$ cat src/rtl/hyperbus_pkg.sv
// -----------------------------------------------------------------------------
// hyperbus_pkg
// Shared types for the HyperBus transaction arbiter.
//   hyper_arb_state_t  : arbiter FSM states (IDLE, ISSUE, DATA).
//   hyper_trans_req_t  : one latched PHY transaction.
//   beats_to_transfer(): number of data beats a granted transaction moves.
// HYPER_BURST_W / HYPER_NR_CS size the struct; the arbiter's BURST_WIDTH and
// NR_CS parameters default to them and must stay equal to them.
// -----------------------------------------------------------------------------
package hyperbus_pkg;

  localparam int unsigned HYPER_BURST_W = 12;
  localparam int unsigned HYPER_NR_CS   = 2;

  typedef enum logic [1:0] {
    IDLE  = 2'd0,
    ISSUE = 2'd1,
    DATA  = 2'd2
  } hyper_arb_state_t;

  typedef struct packed {
    logic [31:0]              address;
    logic [HYPER_NR_CS-1:0]   cs;
    logic                     write;
    logic [HYPER_BURST_W-1:0] burst;
    logic                     address_space;
  } hyper_trans_req_t;

  // Register-space accesses always move exactly one word, whatever the burst.
  function automatic logic [HYPER_BURST_W-1:0] beats_to_transfer(input hyper_trans_req_t req);
    return req.address_space ? HYPER_BURST_W'(1) : req.burst;
  endfunction

endpackage

$ cat src/rtl/hyperbus_rr_select.sv
// -----------------------------------------------------------------------------
// hyperbus_rr_select
// Combinational rotating-priority picker: returns the first set bit of valid_i
// at or after ptr_i, wrapping around. With ptr_i tied to 0 it is a plain
// lowest-index-wins priority encoder.
// Ports:
//   valid_i  [NR_MASTERS]  pending requests
//   ptr_i    [IDX_W]       index with highest priority this cycle (< NR_MASTERS)
//   onehot_o [NR_MASTERS]  one-hot winner, 0 when nothing is pending
//   idx_o    [IDX_W]       binary winner index, 0 when nothing is pending
//   found_o                any request pending
// -----------------------------------------------------------------------------
module hyperbus_rr_select #(
  parameter  int unsigned NR_MASTERS = 2,
  localparam int unsigned IDX_W      = $clog2(NR_MASTERS)
) (
  input  logic [NR_MASTERS-1:0] valid_i,
  input  logic [IDX_W-1:0]      ptr_i,
  output logic [NR_MASTERS-1:0] onehot_o,
  output logic [IDX_W-1:0]      idx_o,
  output logic                  found_o
);

  always_comb begin
    // NOTE: combinational blocks use blocking assignments and give every
    // output a default first, so no path leaves a value held (no latch).
    logic [IDX_W:0]      cand;
    logic [NR_MASTERS-1:0] onehot;
    logic [IDX_W-1:0]    idx;
    logic                found;
    cand   = '0;
    onehot = '0;
    idx    = '0;
    found  = 1'b0;
    for (int unsigned i = 0; i < NR_MASTERS; i++) begin
      // One extra bit so ptr + i cannot overflow before the modulo wrap.
      cand = {1'b0, ptr_i} + (IDX_W+1)'(i);
      if (cand >= (IDX_W+1)'(NR_MASTERS)) begin
        cand = cand - (IDX_W+1)'(NR_MASTERS);
      end
      if (!found && valid_i[cand[IDX_W-1:0]]) begin
        found                  = 1'b1;
        idx                    = cand[IDX_W-1:0];
        onehot[cand[IDX_W-1:0]] = 1'b1;
      end
    end
    onehot_o = onehot;
    idx_o    = idx;
    found_o  = found;
  end

endmodule

$ cat src/rtl/hyperbus_trans_arbiter.sv
// -----------------------------------------------------------------------------
// hyperbus_trans_arbiter
// Shares one HyperBus PHY transaction / tx / rx port set between NR_MASTERS
// requesters. A pending request is picked round-robin in IDLE, latched and
// offered to the PHY in ISSUE, and the tx/rx streams are then locked to the
// winner in DATA until the last beat. Data paths are pure muxes.
// Build option: define HYPERBUS_ARB_FIXED_PRIO_EN to drop the round-robin
// pointer; the lowest-index valid master then always wins.
// Ports (per-master buses are packed [NR_MASTERS-1:0][W-1:0]):
//   clk_i, rst_ni                       clock, async active-low reset
//   req_valid_i/req_ready_o             per-master transaction handshake
//   req_address_i/cs_i/write_i/burst_i/address_space_i  request fields
//   tx_valid_i/tx_ready_o/tx_data_i/tx_strb_i           per-master write data
//   rx_valid_o/rx_ready_i, rx_data_o                    per-master read data
//   trans_valid_o/trans_ready_i, trans_*_o              PHY transaction
//   tx_valid_o/tx_ready_i/tx_data_o/tx_strb_o           PHY write stream
//   rx_valid_i/rx_ready_o/rx_data_i                     PHY read stream
//   grant_o                             one-hot owner, 0 when idle
//   busy_o                              high outside IDLE
// -----------------------------------------------------------------------------
module hyperbus_trans_arbiter
  import hyperbus_pkg::*;
#(
  parameter  int unsigned NR_MASTERS  = 2,
  parameter  int unsigned BURST_WIDTH = HYPER_BURST_W,
  parameter  int unsigned NR_CS       = HYPER_NR_CS,
  localparam int unsigned IDX_W       = $clog2(NR_MASTERS)
) (
  input  logic                                   clk_i,
  input  logic                                   rst_ni,
  // requester side
  input  logic [NR_MASTERS-1:0]                  req_valid_i,
  output logic [NR_MASTERS-1:0]                  req_ready_o,
  input  logic [NR_MASTERS-1:0][31:0]            req_address_i,
  input  logic [NR_MASTERS-1:0][NR_CS-1:0]       req_cs_i,
  input  logic [NR_MASTERS-1:0]                  req_write_i,
  input  logic [NR_MASTERS-1:0]                  req_address_space_i,
  input  logic [NR_MASTERS-1:0][BURST_WIDTH-1:0] req_burst_i,
  input  logic [NR_MASTERS-1:0]                  tx_valid_i,
  output logic [NR_MASTERS-1:0]                  tx_ready_o,
  input  logic [NR_MASTERS-1:0][15:0]            tx_data_i,
  input  logic [NR_MASTERS-1:0][1:0]             tx_strb_i,
  output logic [NR_MASTERS-1:0]                  rx_valid_o,
  input  logic [NR_MASTERS-1:0]                  rx_ready_i,
  output logic [15:0]                            rx_data_o,
  // PHY side
  output logic                                   trans_valid_o,
  input  logic                                   trans_ready_i,
  output logic [31:0]                            trans_address_o,
  output logic [NR_CS-1:0]                       trans_cs_o,
  output logic                                   trans_write_o,
  output logic [BURST_WIDTH-1:0]                 trans_burst_o,
  output logic                                   trans_address_space_o,
  output logic                                   tx_valid_o,
  input  logic                                   tx_ready_i,
  output logic [15:0]                            tx_data_o,
  output logic [1:0]                             tx_strb_o,
  input  logic                                   rx_valid_i,
  output logic                                   rx_ready_o,
  input  logic [15:0]                            rx_data_i,
  // status
  output logic [NR_MASTERS-1:0]                  grant_o,
  output logic                                   busy_o
);

  hyper_arb_state_t         state_q, state_d;
  hyper_trans_req_t         trans_q, trans_d;
  logic [IDX_W-1:0]         gnt_idx_q, gnt_idx_d;
  logic [BURST_WIDTH-1:0]   beat_cnt_q, beat_cnt_d;

  logic [NR_MASTERS-1:0]    sel_onehot;
  logic [IDX_W-1:0]         sel_idx;
  logic                     sel_found;
  logic [IDX_W-1:0]         sel_ptr;

  logic                     in_data_wr;
  logic                     in_data_rd;
  logic                     tx_beat;
  logic                     rx_beat;

  hyperbus_rr_select #(
    .NR_MASTERS (NR_MASTERS)
  ) u_select (
    .valid_i  (req_valid_i),
    .ptr_i    (sel_ptr),
    .onehot_o (sel_onehot),
    .idx_o    (sel_idx),
    .found_o  (sel_found)
  );

`ifdef HYPERBUS_ARB_FIXED_PRIO_EN
  // Master 0 always has top priority.
  assign sel_ptr = '0;
`else
  logic [IDX_W-1:0] rr_ptr_q, rr_ptr_d;

  // After a grant the master just served drops to lowest priority.
  always_comb begin
    rr_ptr_d = rr_ptr_q;
    if (state_q == IDLE && sel_found) begin
      rr_ptr_d = (sel_idx == IDX_W'(NR_MASTERS - 1)) ? '0 : sel_idx + IDX_W'(1);
    end
  end

  always_ff @(posedge clk_i or negedge rst_ni) begin
    if (!rst_ni) begin
      rr_ptr_q <= '0;
    end else begin
      rr_ptr_q <= rr_ptr_d;
    end
  end

  assign sel_ptr = rr_ptr_q;
`endif

  // Stream handshakes only count while the owner's direction is active, so
  // PHY data is never consumed on behalf of nobody.
  assign in_data_wr = (state_q == DATA) &&  trans_q.write;
  assign in_data_rd = (state_q == DATA) && !trans_q.write;
  assign tx_beat    = in_data_wr && tx_valid_i[gnt_idx_q] && tx_ready_i;
  assign rx_beat    = in_data_rd && rx_valid_i && rx_ready_i[gnt_idx_q];

  always_comb begin
    state_d    = state_q;
    trans_d    = trans_q;
    gnt_idx_d  = gnt_idx_q;
    beat_cnt_d = beat_cnt_q;
    unique case (state_q)
      IDLE: begin
        if (sel_found) begin
          trans_d = '{
            address:       req_address_i[sel_idx],
            cs:            req_cs_i[sel_idx],
            write:         req_write_i[sel_idx],
            burst:         req_burst_i[sel_idx],
            address_space: req_address_space_i[sel_idx]
          };
          gnt_idx_d = sel_idx;
          state_d   = ISSUE;
        end
      end
      ISSUE: begin
        if (trans_ready_i) begin
          beat_cnt_d = beats_to_transfer(trans_q);
          // A zero-length memory burst has no data phase at all.
          state_d    = (beats_to_transfer(trans_q) == '0) ? IDLE : DATA;
        end
      end
      DATA: begin
        if ((tx_beat || rx_beat) && beat_cnt_q != '0) begin
          beat_cnt_d = beat_cnt_q - BURST_WIDTH'(1);
          if (beat_cnt_q == BURST_WIDTH'(1)) begin
            state_d = IDLE;
          end
        end
      end
      default: state_d = IDLE;
    endcase
  end

  always_ff @(posedge clk_i or negedge rst_ni) begin
    // NOTE: the latched transaction is reset too, because trans_*_o drive
    // straight off it and must read 0 out of reset.
    if (!rst_ni) begin
      state_q    <= IDLE;
      trans_q    <= '0;
      gnt_idx_q  <= '0;
      beat_cnt_q <= '0;
    end else begin
      // NOTE: sequential state uses non-blocking assignments so every flop
      // samples the pre-edge values regardless of statement order.
      state_q    <= state_d;
      trans_q    <= trans_d;
      gnt_idx_q  <= gnt_idx_d;
      beat_cnt_q <= beat_cnt_d;
    end
  end

  always_comb begin
    req_ready_o = '0;
    grant_o     = '0;
    tx_valid_o  = 1'b0;
    tx_data_o   = '0;
    tx_strb_o   = '0;
    tx_ready_o  = '0;
    rx_valid_o  = '0;
    rx_ready_o  = 1'b0;
    if (state_q == IDLE && sel_found) begin
      req_ready_o = sel_onehot;
    end
    if (state_q != IDLE) begin
      grant_o[gnt_idx_q] = 1'b1;
    end
    if (in_data_wr) begin
      tx_valid_o            = tx_valid_i[gnt_idx_q];
      tx_data_o             = tx_data_i[gnt_idx_q];
      tx_strb_o             = tx_strb_i[gnt_idx_q];
      tx_ready_o[gnt_idx_q] = tx_ready_i;
    end
    if (in_data_rd) begin
      rx_valid_o[gnt_idx_q] = rx_valid_i;
      rx_ready_o            = rx_ready_i[gnt_idx_q];
    end
  end

  assign trans_valid_o         = (state_q == ISSUE);
  assign trans_address_o       = trans_q.address;
  assign trans_cs_o            = trans_q.cs;
  assign trans_write_o         = trans_q.write;
  assign trans_burst_o         = trans_q.burst;
  assign trans_address_space_o = trans_q.address_space;
  assign rx_data_o             = rx_data_i;
  assign busy_o                = (state_q != IDLE);

endmodule

$ cat config.mk
export PLATFORM = sky130hd
export DESIGN_NAME = hyperbus_trans_arbiter
export DESIGN_NICKNAME = d
export VERILOG_FILES = /design/src/rtl/hyperbus_pkg.sv /design/src/rtl/hyperbus_rr_select.sv /design/src/rtl/hyperbus_trans_arbiter.sv
export SDC_FILE = /design/constraint.sdc
export NUM_CORES = 1
export LEC_CHECK = 0
export BUFFER_PORTS_ARGS = -buffer_cell sky130_fd_sc_hd__buf_4
export CAP_MARGIN = 10
export CELL_PAD_IN_SITES_DETAIL_PLACEMENT = 0
export CELL_PAD_IN_SITES_GLOBAL_PLACEMENT = 1
export CORE_MARGIN = 5
export CORE_UTILIZATION = 32
export CTS_CLUSTER_DIAMETER = 100
export DETAILED_ROUTE_END_ITERATION = 10
export HOLD_SLACK_MARGIN = 0.08
export PLACE_DENSITY = 0.87
export REMOVE_ABC_BUFFERS = 1
export SKIP_CTS_REPAIR_TIMING = 1
export SYNTH_ARGS = -nofsm -noshare
export SYNTH_HDL_FRONTEND = slang
export SYNTH_SLANG_ARGS = --single-unit
export TNS_END_PERCENT = 5
$ cat constraint.sdc
create_clock -name clk_i -period 4.6 [get_ports clk_i]
set_input_delay 0.69 -clock clk_i [delete_from_list [all_inputs] [get_ports clk_i]]
set_output_delay 0.69 -clock clk_i [all_outputs]
set_load 0.1 [all_outputs]
# After elaboration in Yosys (flattened, before gate mapping)
# Index checks and enable logic that the tools add are counted.
dict set report word_totals {
  regBits 64
  inputBits 159
  word_cells 111
  output_inout_bits 94
}
dict set report op_classes {
  mux 55
  n_lt_le_gt_ge 9
  n_addsub 5
  n_eq_ne 7
  n_bitwise 3
  n_reduce_logical 23
}
# operator n
set ops {}
lappend ops {{32-bit 2-to-1 mux} 2}
lappend ops {{12-bit 2-to-1 mux} 5}
lappend ops {{16-bit 2-to-1 mux} 3}
lappend ops {{2-bit 2-to-1 mux} 16}
lappend ops {{1-bit 2-to-1 mux} 24}
lappend ops {{12-bit case mux with 2 select lines} 1}
lappend ops {{12-bit by 1-bit equality test with 1-bit output, second input constant} 1}
lappend ops {{1-bit logical AND} 12}
lappend ops {{12-bit zero test} 1}
lappend ops {{12-bit nonzero test} 1}
lappend ops {{12-bit by 1-bit subtractor with 12-bit output, second input constant} 1}
lappend ops {{1-bit by 2-bit < comparator with 1-bit output, second input constant} 4}
lappend ops {{2-bit by 1-bit != test with 1-bit output, second input constant} 3}
lappend ops {{2-bit case mux with 3 select lines} 1}
lappend ops {{2-bit bitwise AND} 2}
lappend ops {{4-bit AND reduction} 1}
lappend ops {{2-bit nonzero test} 2}
lappend ops {{1-bit demux with 1-bit select} 3}
lappend ops {{1-bit greater-or-equal comparator, second input constant} 3}
lappend ops {{3-bit AND reduction} 1}
lappend ops {{1-bit by 1-bit adder with 2-bit output, second input constant} 1}
lappend ops {{2-bit by 1-bit equality test with 1-bit output, second input constant} 1}
lappend ops {{2-bit equality test, second input constant} 1}
lappend ops {{1-bit by 2-bit greater-or-equal comparator with 1-bit output, second input constant} 1}
lappend ops {{other kinds (9)} 11}

# Depth between registers and ports, before layout
# Gate-level depths: netlist of run 1.
dict set report logic_depth {
  ltp_word 10
  mapped_depth 7
  ltp_nobuf 6
}

# Cells and area by module
# From an unflattened synthesis of run 1, not the netlist that was laid out.
dict set report hier_totals {
  cells_unflattened 407
  area_unflattened_um2 3756.1
}
# module cells_per_inst n_inst seq_area_each_um2 area_each_um2
set by_module_without_submodules {}
lappend by_module_without_submodules {hyperbus_trans_arbiter 402 1 1601.5 3723.6}
lappend by_module_without_submodules {hyperbus_rr_select 5 1 0.0 32.5}

# Worst setup path after synthesis of run 1
# OpenSTA, ideal clock, no wires.
dict set report synth_path {
  kind {flip-flop to output port}
  startpoint {register trans_q (netlist bit trans_write_o)}
  endpoint {output rx_valid_o[1]}
  arrival_time_ns 4.158
  slack_ns -0.248
  stages_incl_launch_ff 3
  n_path_buf 1
  required_time_ns 3.910
  path_cell_list {dfrtp_1 clkbuf_1 nor4b_1}
}
dict set report synth_via {
  elab_chain_cells 3
}
# element line_no
set synth_lines {}
lappend synth_lines {{start, declared} hyperbus_trans_arbiter.sv:67} ;# hyper_trans_req_t trans_q, trans_d;
lappend synth_lines {{start signal, assigned} hyperbus_trans_arbiter.sv:173} ;# trans_q <= trans_d;
lappend synth_lines {{1-bit zero test} hyperbus_trans_arbiter.sv:119} ;# assign in_data_rd = (state_q == DATA) && !trans_q.write;
lappend synth_lines {{1-bit logical AND} hyperbus_trans_arbiter.sv:119}
lappend synth_lines {{2-bit 2-to-1 mux} hyperbus_trans_arbiter.sv:200} ;# if (in_data_rd) begin
lappend synth_lines {{end, declared} hyperbus_trans_arbiter.sv:43} ;# output logic [NR_MASTERS-1:0] rx_valid_o,
# Every way passes these cells.

# Worst setup path in the final report of run 1
dict set report layout_path {
  startpoint {register state_q[0]}
  endpoint {output tx_ready_o[0]}
}
dict set report layout_via {
  elab_chain_cells 3
}
# element line_no
set layout_lines {}
lappend layout_lines {{start, declared} hyperbus_trans_arbiter.sv:66} ;# hyper_arb_state_t state_q, state_d;
lappend layout_lines {{start signal, assigned} hyperbus_trans_arbiter.sv:172} ;# state_q <= state_d;
lappend layout_lines {{2-bit equality test} hyperbus_trans_arbiter.sv:118} ;# assign in_data_wr = (state_q == DATA) && trans_q.write;
lappend layout_lines {{1-bit logical AND} hyperbus_trans_arbiter.sv:118}
lappend layout_lines {{2-bit 2-to-1 mux} hyperbus_trans_arbiter.sv:194} ;# if (in_data_wr) begin
lappend layout_lines {{end, declared} hyperbus_trans_arbiter.sv:40} ;# output logic [NR_MASTERS-1:0] tx_ready_o,
# Every way passes these cells.

==> results of run 1 <==
## state kept, by name, summed over array words and instances, names as in the netlist
signal	flops
trans_address_o	32
rr_ptr_q	1
beat_cnt_q	12
gnt_idx_q	1
trans_burst_o	12
state_q	2
trans_cs_o	2
trans_write_o	1
trans_address_space_o	1
## stage by stage
stage	setup TNS, ns	instances	setup slack, ns	instance area [um2]	hold slack, ns
2_1_floorplan	-4.99	359	-1.67	3530	0.394
3_3_place_gp	0	725	1.95	5410	0.462
3_5_place_dp	0	725	1.82	5410	0.471
4_1_cts	0	741	1.47	5760	0.484
5_1_grt	0	741	1.30	5760	0.501
6_report	0	741	1.49	5760	0.453
## cells in the mapped netlist (6+ instances only)
library cell,number
mux2i_1,68
dfrtp_1,64
nand2_1,54
o21ai_0,49
nor2_1,28
buf_4,17
clkbuf_1,17
inv_1,9
nor2b_1,8
a211oi_1,7
buf_2,7
nor3_1,7
o32ai_1,7
a311oi_1,6
nor4_1,6
## cells in the final DEF, fill, tap and decap left out, drive strengths merged, types with 3 or more instances in the layout
cell type	netlist	layout
buf	27	223
mux2i	68	68
dfrtp	64	64
nand2	54	54
o21ai	51	51
nor2	28	28
clkbuf	18	12
inv	9	10
nor2b	8	8
a211oi	7	7
nor3	7	7
o32ai	7	7
nor4	7	7
a311oi	6	6
nand2b	3	3
nor4b	3	3
or4	3	3
a21oi	3	3
ha	3	3
bufinv	0	3
## kinds of logic (layout without fill, tap and decap cells)
group	after synthesis	after routing	share of synthesized area [%]
fa+ha+maj	3	3	0.992
buf+inv	54	248	7.51
flops	64	64	42.3
compound gates	91	91	15.6
mux	68	68	18.0
simple gates	124	124	15.6
## routing by layer
layer	track usage [%]	vias up
li1	-	1815
met1	18.9	1719
met2	29.0	176
met3	6.40	18
met4	6.88	0
met5	0	-
## cell type report
cell class	count	area, um2
fill	1097	5750
multi-input combinational	286	1920
timing repair buffer	223	1670
sequential	64	1600
clock buffer	12	256
tap	143	179
clock inverter	4	98.8
inverter	9	33.8
## how the worst max path moves through the flow
stage                               from        endpoint  slack, ns  depth (start not counted)
after floorplan           req_valid_i[0]  req_ready_o[1]      -1.67                          3
after global placement        state_q[0]   tx_ready_o[0]       1.95                          4
after detailed placement      state_q[0]   tx_ready_o[0]       1.82                          4
after CTS                     state_q[0]   tx_ready_o[0]       1.47                          4
after global routing          state_q[1]   tx_ready_o[0]       1.30                          4
final                         state_q[0]   tx_ready_o[0]       1.49                          4
==> impl_metrics.py, run 1 <==
metrics = {
    "yosys": {
        "synth.area.top_cells": "dfrtp_1 42%, mux2i_1 18%, o21ai_0 6.5%",
        "netlist.area_leader.share_pct": 42.3,
        "yosysTopAreaCell": "dfrtp_1",
        "netlist_instances": 404,
        "synth_cell_types": 48,
        "ys_seq_area_share_pct": 42.3,
        "netlist_area_mm2": 0.00378,
        "synth-edff-count": 0,
        "synth_area_per_cell_um2": 9.37,
        "ys_async_sr_fraction_pct": 100,
        "synth_seq_cells": 64,
        "synthFlopType": "dfrtp_1",
        "yosys_warnings": 0,
    },
    "critical_path": {
        "crit_fanout": 20,
        "worstPathCellList": "nor2b_1 -> nand2_1 -> nor3b_1 -> buf_4",
        "cpLargestDelayFamily": "simple AND/OR/NAND/NOR gates",
        "worstReg2RegEnd": "beat_cnt_q[4]",
        "r2r-start": "gnt_idx_q",
        "max_stage_delay_ns": 0.54,
        "rr_worst_depth": 5,
        "arrival_ns": 2.42,
        "regToRegSetupSlack_ns": 2.08,
        "cp_num_buf_inv": 1,
        "crit_slowest_cell": "nand2_1",
        "start_kind": "flip-flop",
        "criticalPathCategory": "flip-flop to output port",
        "end_kind": "output port",
        "crit_required_ns": 3.91,
    },
    "clock_tree": {
        "cts-root-buf": "clkbuf_16",
        "cts_made_buffers": 9,
        "h-tree-depth": 3,
        "cts_sinks": 64,
        "cts_tree": "done",
        "clockBufferDepth": 2,
        "clk_pin_slew_ns": 0.06,
        "clock_latency_ns": 0.32,
    },
    "finish": {
        "nets": 755,
        "antenna_cells": 0,
        "area_delta_synth_final_pct": 52.3,
        "post-route-util_pct": 50.1,
        "drive_above_1_share_pct": 41.0,
    },
    "placed_design": {
        "place.gp.congestion": 0.855,
        "io_buffers": 220,
        "dp_hpwl_um": 9460,
    },
    "routing": {
        "first_pass_iters": 4,
        "drtIter0Drc": 210,
        "drt-met1-wl_um": 4720,
        "wl_um": 12200,
        "antenna_left": 0,
        "routed.top_layer": "met4",
        "dr_wl_met3_um": 1170,
        "routed-via-count": 3728,
        "avgViaCountPerCell": 5.03,
        "wl_per_cell_um": 16.5,
        "drc_errors": 0,
        "dr_wl_met2_um": 6070,
    },
    "grt": {
        "grt_overflow": 0,
        "grt_max_degree": 100,
        "grtUsageTotal_pct": 16.9,
        "grt_pass1_wl_um": 19500,
        "grt_pass1_vias": 3855,
        "antenna_found_initial": 0,
    },
    "sta": {
        "skew_ns": 0.00965,
        "slew_viol_final": 0,
        "fin_crit_ns": 3.11,
        "relSlewSlack_pct": 20.0,
        "setup_viol_count_final": 0,
        "fmax_ghz": 0.322,
        "rsz0062_at_grt": "false",
        "final_hold_viol_count": 0,
        "finalCritPeriodShare_pct": 67.5,
        "worst_pin_slew_ns": 1.20,
    },
    "floorplan": {
        "die_width_um": 119,
        "dieArea_mm2": 0.0141,
        "io_pins": 253,
        "rows": 39,
        "core_mm2": 0.0115,
        "start_util_pct": 32.9,
        "die_h_um": 119,
    },
    "flow_run": {
        "drv_cap": 0,
    },
    "min_path": {
        "hold_path.class": "input port to asynchronous set/reset pin",
    },
    "run_status": {
        "status": "finished, final reports clean",
    },
}
Power of run 1 is not shown: default switching activity piles up to over one toggle a cycle in this logic, so the estimate is an artifact.
==> run 2, diff against run 1 <==
Settings changed: CORE_UTILIZATION 32 to 29, PLACE_DENSITY 0.87 to 0.8.
Clock period 4.6 ns to 3.23 ns, I/O delays scaled along.
==> impl_metrics.py, run 2 (synthesis gave the netlist of run 1 again) <==
metrics = {
    "run_status": {
        "status": "finished, final reports clean",
    },
    "min_path": {
        "hold_path.class": "input port to asynchronous set/reset pin",
    },
    "sta": {
        "fin_ws_ns": 0.391,
        "finalCritPeriodShare_pct": 87.9,
        "fmax_ghz": 0.352,
        "fin_crit_ns": 2.84,
        "final_hold_viol_count": 0,
        "rsz0062_at_grt": "false",
        "whs_ns": 0.249,
        "slew_viol_final": 0,
        "relSlewSlack_pct": 44.6,
        "tns_ns": 0,
        "setup_viol_count_final": 0,
        "skew_ns": 0.00750,
        "worst_pin_slew_ns": 0.831,
    },
    "floorplan": {
        "die_h_um": 124,
        "core_mm2": 0.0127,
        "dieArea_mm2": 0.0154,
        "start_util_pct": 29.7,
        "rows": 41,
        "die_width_um": 124,
        "io_pins": 253,
    },
    "critical_path": {
        "criticalPathCategory": "flip-flop to output port",
        "crit_required_ns": 2.75,
        "crit_fanout": 20,
        "start_kind": "flip-flop",
        "end_kind": "output port",
        "rr_worst_depth": 6,
        "arrival_ns": 2.35,
    },
    "finish": {
        "area_delta_synth_final_pct": 51.8,
        "drive_above_1_share_pct": 40.8,
        "antenna_cells": 0,
        "layout_common_cells": "224 x buf_4, 68 x mux2i_1, 64 x dfrtp_1, 54 x nand2_1, 49 x o21ai_0",
        "largest_reg_flops": 32,
        "nets": 756,
        "nFillCells": 1250,
        "layout.cells.most_common": "buf_4",
    },
    "routing": {
        "wl_um": 12300,
        "first_pass_iters": 4,
        "drc_errors": 0,
        "antenna_left": 0,
        "routed-via-count": 3662,
        "drtIter0Drc": 183,
        "avgViaCountPerCell": 4.76,
        "wl_per_cell_um": 15.9,
    },
    "clock_tree": {
        "clk_pin_slew_ns": 0.06,
        "cts-root-buf": "clkbuf_16",
        "clock_latency_ns": 0.33,
        "cts_sinks": 64,
        "cts_tree": "done",
        "cts_made_buffers": 9,
        "clockBufferDepth": 2,
        "h-tree-depth": 3,
    },
    "power_and_ir_drop": {
        "total_power_mw": 7.37,
        "power_leakage_nw": 2.87,
        "power_density_mw_per_mm2": 1280,
        "ir_drop_v": 0.000618,
    },
    "grt": {
        "antenna_found_initial": 0,
        "grt_pass1_wl_um": 19800,
        "grt_overflow": 0,
        "grt_max_degree": 100,
        "grtUsageTotal_pct": 15.6,
        "grt_pass1_vias": 3780,
    },
    "flow_run": {
        "drv_cap": 0,
    },
    "placed_design": {
        "place_ws_ns": 0.718,
        "io_buffers": 220,
        "place.gp.congestion": 0.857,
        "dp_hpwl_um": 9550,
    },
}
run 2: layout make-up:
cell class              instances  area, um2  area share [%]
repair buffers                224       1680            29.3
clock buffers                  12        246            4.29
multi-input cells             286       1920            33.4
flip-flops and latches         64       1600            27.9
well taps                     172        215            3.75
inverters                       9       33.8           0.588
clock inverters                 3       42.5           0.741
run 2: where the power goes:
group	internal, mW	switching [mW]	total [mW]
logic	1.11	3.66	4.77
registers	1.20	0.441	1.64
clock network	0.613	0.342	0.954
total	2.93	4.44	7.37
run 2: worst paths after layout:
kind / startpoint / slack, ns / endpoint
max: state_q[1] / 0.39 / tx_ready_o[0]
min: rst_ni / 0.25 / beat_cnt_q[11]
max reg2reg: beat_cnt_q[1] / 1.00 / beat_cnt_q[2]
min reg2reg: trans_address_o[31] / 0.48 / trans_address_o[31]
max in group asynchronous: rst_ni / 2.44 / trans_address_o[4]
min in group clk_i: trans_ready_i / 0.39 / state_q[0]
run 2: worst max-delay path, stage by stage (launching register included):
cell,delay [ns]
dfrtp_1,0.39
nor2b_1,0.46
nand2_1,0.52
nor3b_1,0.33
buf_4,0.33
run 2: per-layer routing:
| layer | GRT usage [%] | vias to the layer above | part of all wire (%) |
|---|---|---|---|
| met3 | 6.26 | 15 | 8.9 |
| met4 | 6.00 | 0 | 1.8 |
| li1 | - | 1816 | - |
| met5 | 0 | - | 0 |
| met1 | 18.1 | 1670 | 41 |
| met2 | 25.8 | 161 | 49 |
run 2: per-stage QoR:
stage,cells,area (um2),util (%)
finish,770,5740,45.1
global route,770,5740,45.1
CTS,770,5740,45.1
detailed placement,755,5450,42.9
global placement,755,5450,42.9
floorplan,359,3530,-
Note: power is estimated with default switching activity, not from simulation.
==> run 3, diff against run 2 <==
Settings changed: CELL_PAD_IN_SITES_GLOBAL_PLACEMENT 1 to 2, CORE_UTILIZATION 29 to 23, PLACE_DENSITY 0.8 to 0.82.
==> impl_metrics.py, run 3 (synthesis gave the netlist of run 1 again) <==
metrics = {
    "floorplan": {
        "dieArea_mm2": 0.0191,
        "rows": 46,
        "io_pins": 253,
        "core_mm2": 0.0160,
        "start_util_pct": 23.6,
        "die_width_um": 138,
        "die_h_um": 138,
    },
    "power_and_ir_drop": {
        "power_density_mw_per_mm2": 1280,
        "ir_drop_v": 0.000499,
        "power_leakage_nw": 2.88,
        "total_power_mw": 7.44,
    },
    "routing": {
        "antenna_left": 0,
        "drc_errors": 0,
        "routed-via-count": 3745,
        "wl_per_cell_um": 16.6,
        "first_pass_iters": 4,
        "wl_um": 13500,
        "avgViaCountPerCell": 4.60,
        "drtIter0Drc": 213,
    },
    "placed_design": {
        "io_buffers": 220,
        "dp_hpwl_um": 10400,
        "place.gp.congestion": 0.886,
    },
    "flow_run": {
        "drv_cap": 0,
    },
    "finish": {
        "largest_reg_flops": 32,
        "nets": 756,
        "antenna_cells": 0,
        "drive_above_1_share_pct": 41.2,
        "layout_common_cells": "223 x buf_4, 68 x mux2i_1, 64 x dfrtp_1, 54 x nand2_1, 49 x o21ai_0",
        "area_delta_synth_final_pct": 53.7,
        "layout.cells.most_common": "buf_4",
        "post-route-util_pct": 36.4,
    },
    "critical_path": {
        "criticalPathCategory": "flip-flop to output port",
        "worstReg2RegEnd": "beat_cnt_q[2]",
        "crit_required_ns": 2.75,
        "crit_fanout": 20,
        "r2r-start": "beat_cnt_q[1]",
        "arrival_ns": 2.38,
        "start_kind": "flip-flop",
        "regToRegSetupSlack_ns": 1.03,
        "end_kind": "output port",
        "rr_worst_depth": 6,
    },
    "sta": {
        "skew_ns": 0.00721,
        "slew_viol_final": 0,
        "rsz0062_at_grt": "false",
        "tns_ns": 0,
        "fmax_ghz": 0.349,
        "worst_pin_slew_ns": 0.864,
        "fin_crit_ns": 2.87,
        "relSlewSlack_pct": 42.4,
        "final_hold_viol_count": 0,
        "setup_viol_count_final": 0,
        "finalCritPeriodShare_pct": 88.7,
    },
    "grt": {
        "grt_max_degree": 100,
        "grtUsageTotal_pct": 13.9,
        "grt_pass1_vias": 3993,
        "grt_overflow": 0,
        "antenna_found_initial": 0,
        "grt_pass1_wl_um": 21600,
    },
    "run_status": {
        "status": "finished, final reports clean",
    },
    "clock_tree": {
        "h-tree-depth": 3,
        "cts-root-buf": "clkbuf_16",
        "cts_tree": "done",
        "cts_made_buffers": 9,
        "clockBufferDepth": 2,
        "cts_sinks": 64,
        "clk_pin_slew_ns": 0.06,
        "clock_latency_ns": 0.33,
    },
    "min_path": {
        "hold_path.class": "input port to asynchronous set/reset pin",
    },
}
## run 3: how the worst max path moves through the flow
stage                              start             to  slack, ns  cells after the start
after floorplan           req_valid_i[0]      gnt_idx_q      -2.76                      4
after global placement        state_q[0]  tx_ready_o[0]       0.79                      4
after detailed placement      state_q[0]  tx_ready_o[0]       0.68                      4
after CTS                     state_q[0]  tx_ready_o[0]       0.32                      4
after global routing          state_q[0]  tx_ready_o[0]       0.06                      4
final                         state_q[0]  tx_ready_o[0]       0.36                      4
## run 3: report_power, final
part	internal (mW)	switching, mW
sequential	1.20	0.425
clock	0.597	0.381
combinational	1.12	3.72
## run 3: critical path, stage by stage (launching register included)
cell and delay (ns):
dfrtp_1 0.41, nor2b_1 0.44, nand2_1 0.54, nor3b_1 0.33
buf_4 0.32
## run 3: stage by stage
step	hold slack, ns	setup WS, ns	instances	instance area (um2)
global route	0.347	0.0649	815	5820
CTS	0.289	0.324	815	5820
global placement	0.464	0.793	799	5520
finish	0.263	0.365	815	5820
detailed placement	0.473	0.678	799	5520
floorplan	0.189	-2.76	359	3530
## run 3: area by class of cell
class	count	area (um2)
fill	1700	10200
multi-input combinational	286	1920
timing repair buffer	224	1690
sequential	64	1600
tap	216	270
clock buffer	9	225
clock inverter	7	71.3
inverter	9	33.8
## run 3: routing by layer
layer | track usage [%] | share of wire, %
met2 | 22.7 | 49
met4 | 4.21 | 1.8
met5 | 0 | 0
met3 | 5.45 | 7.9
met1 | 17.0 | 42
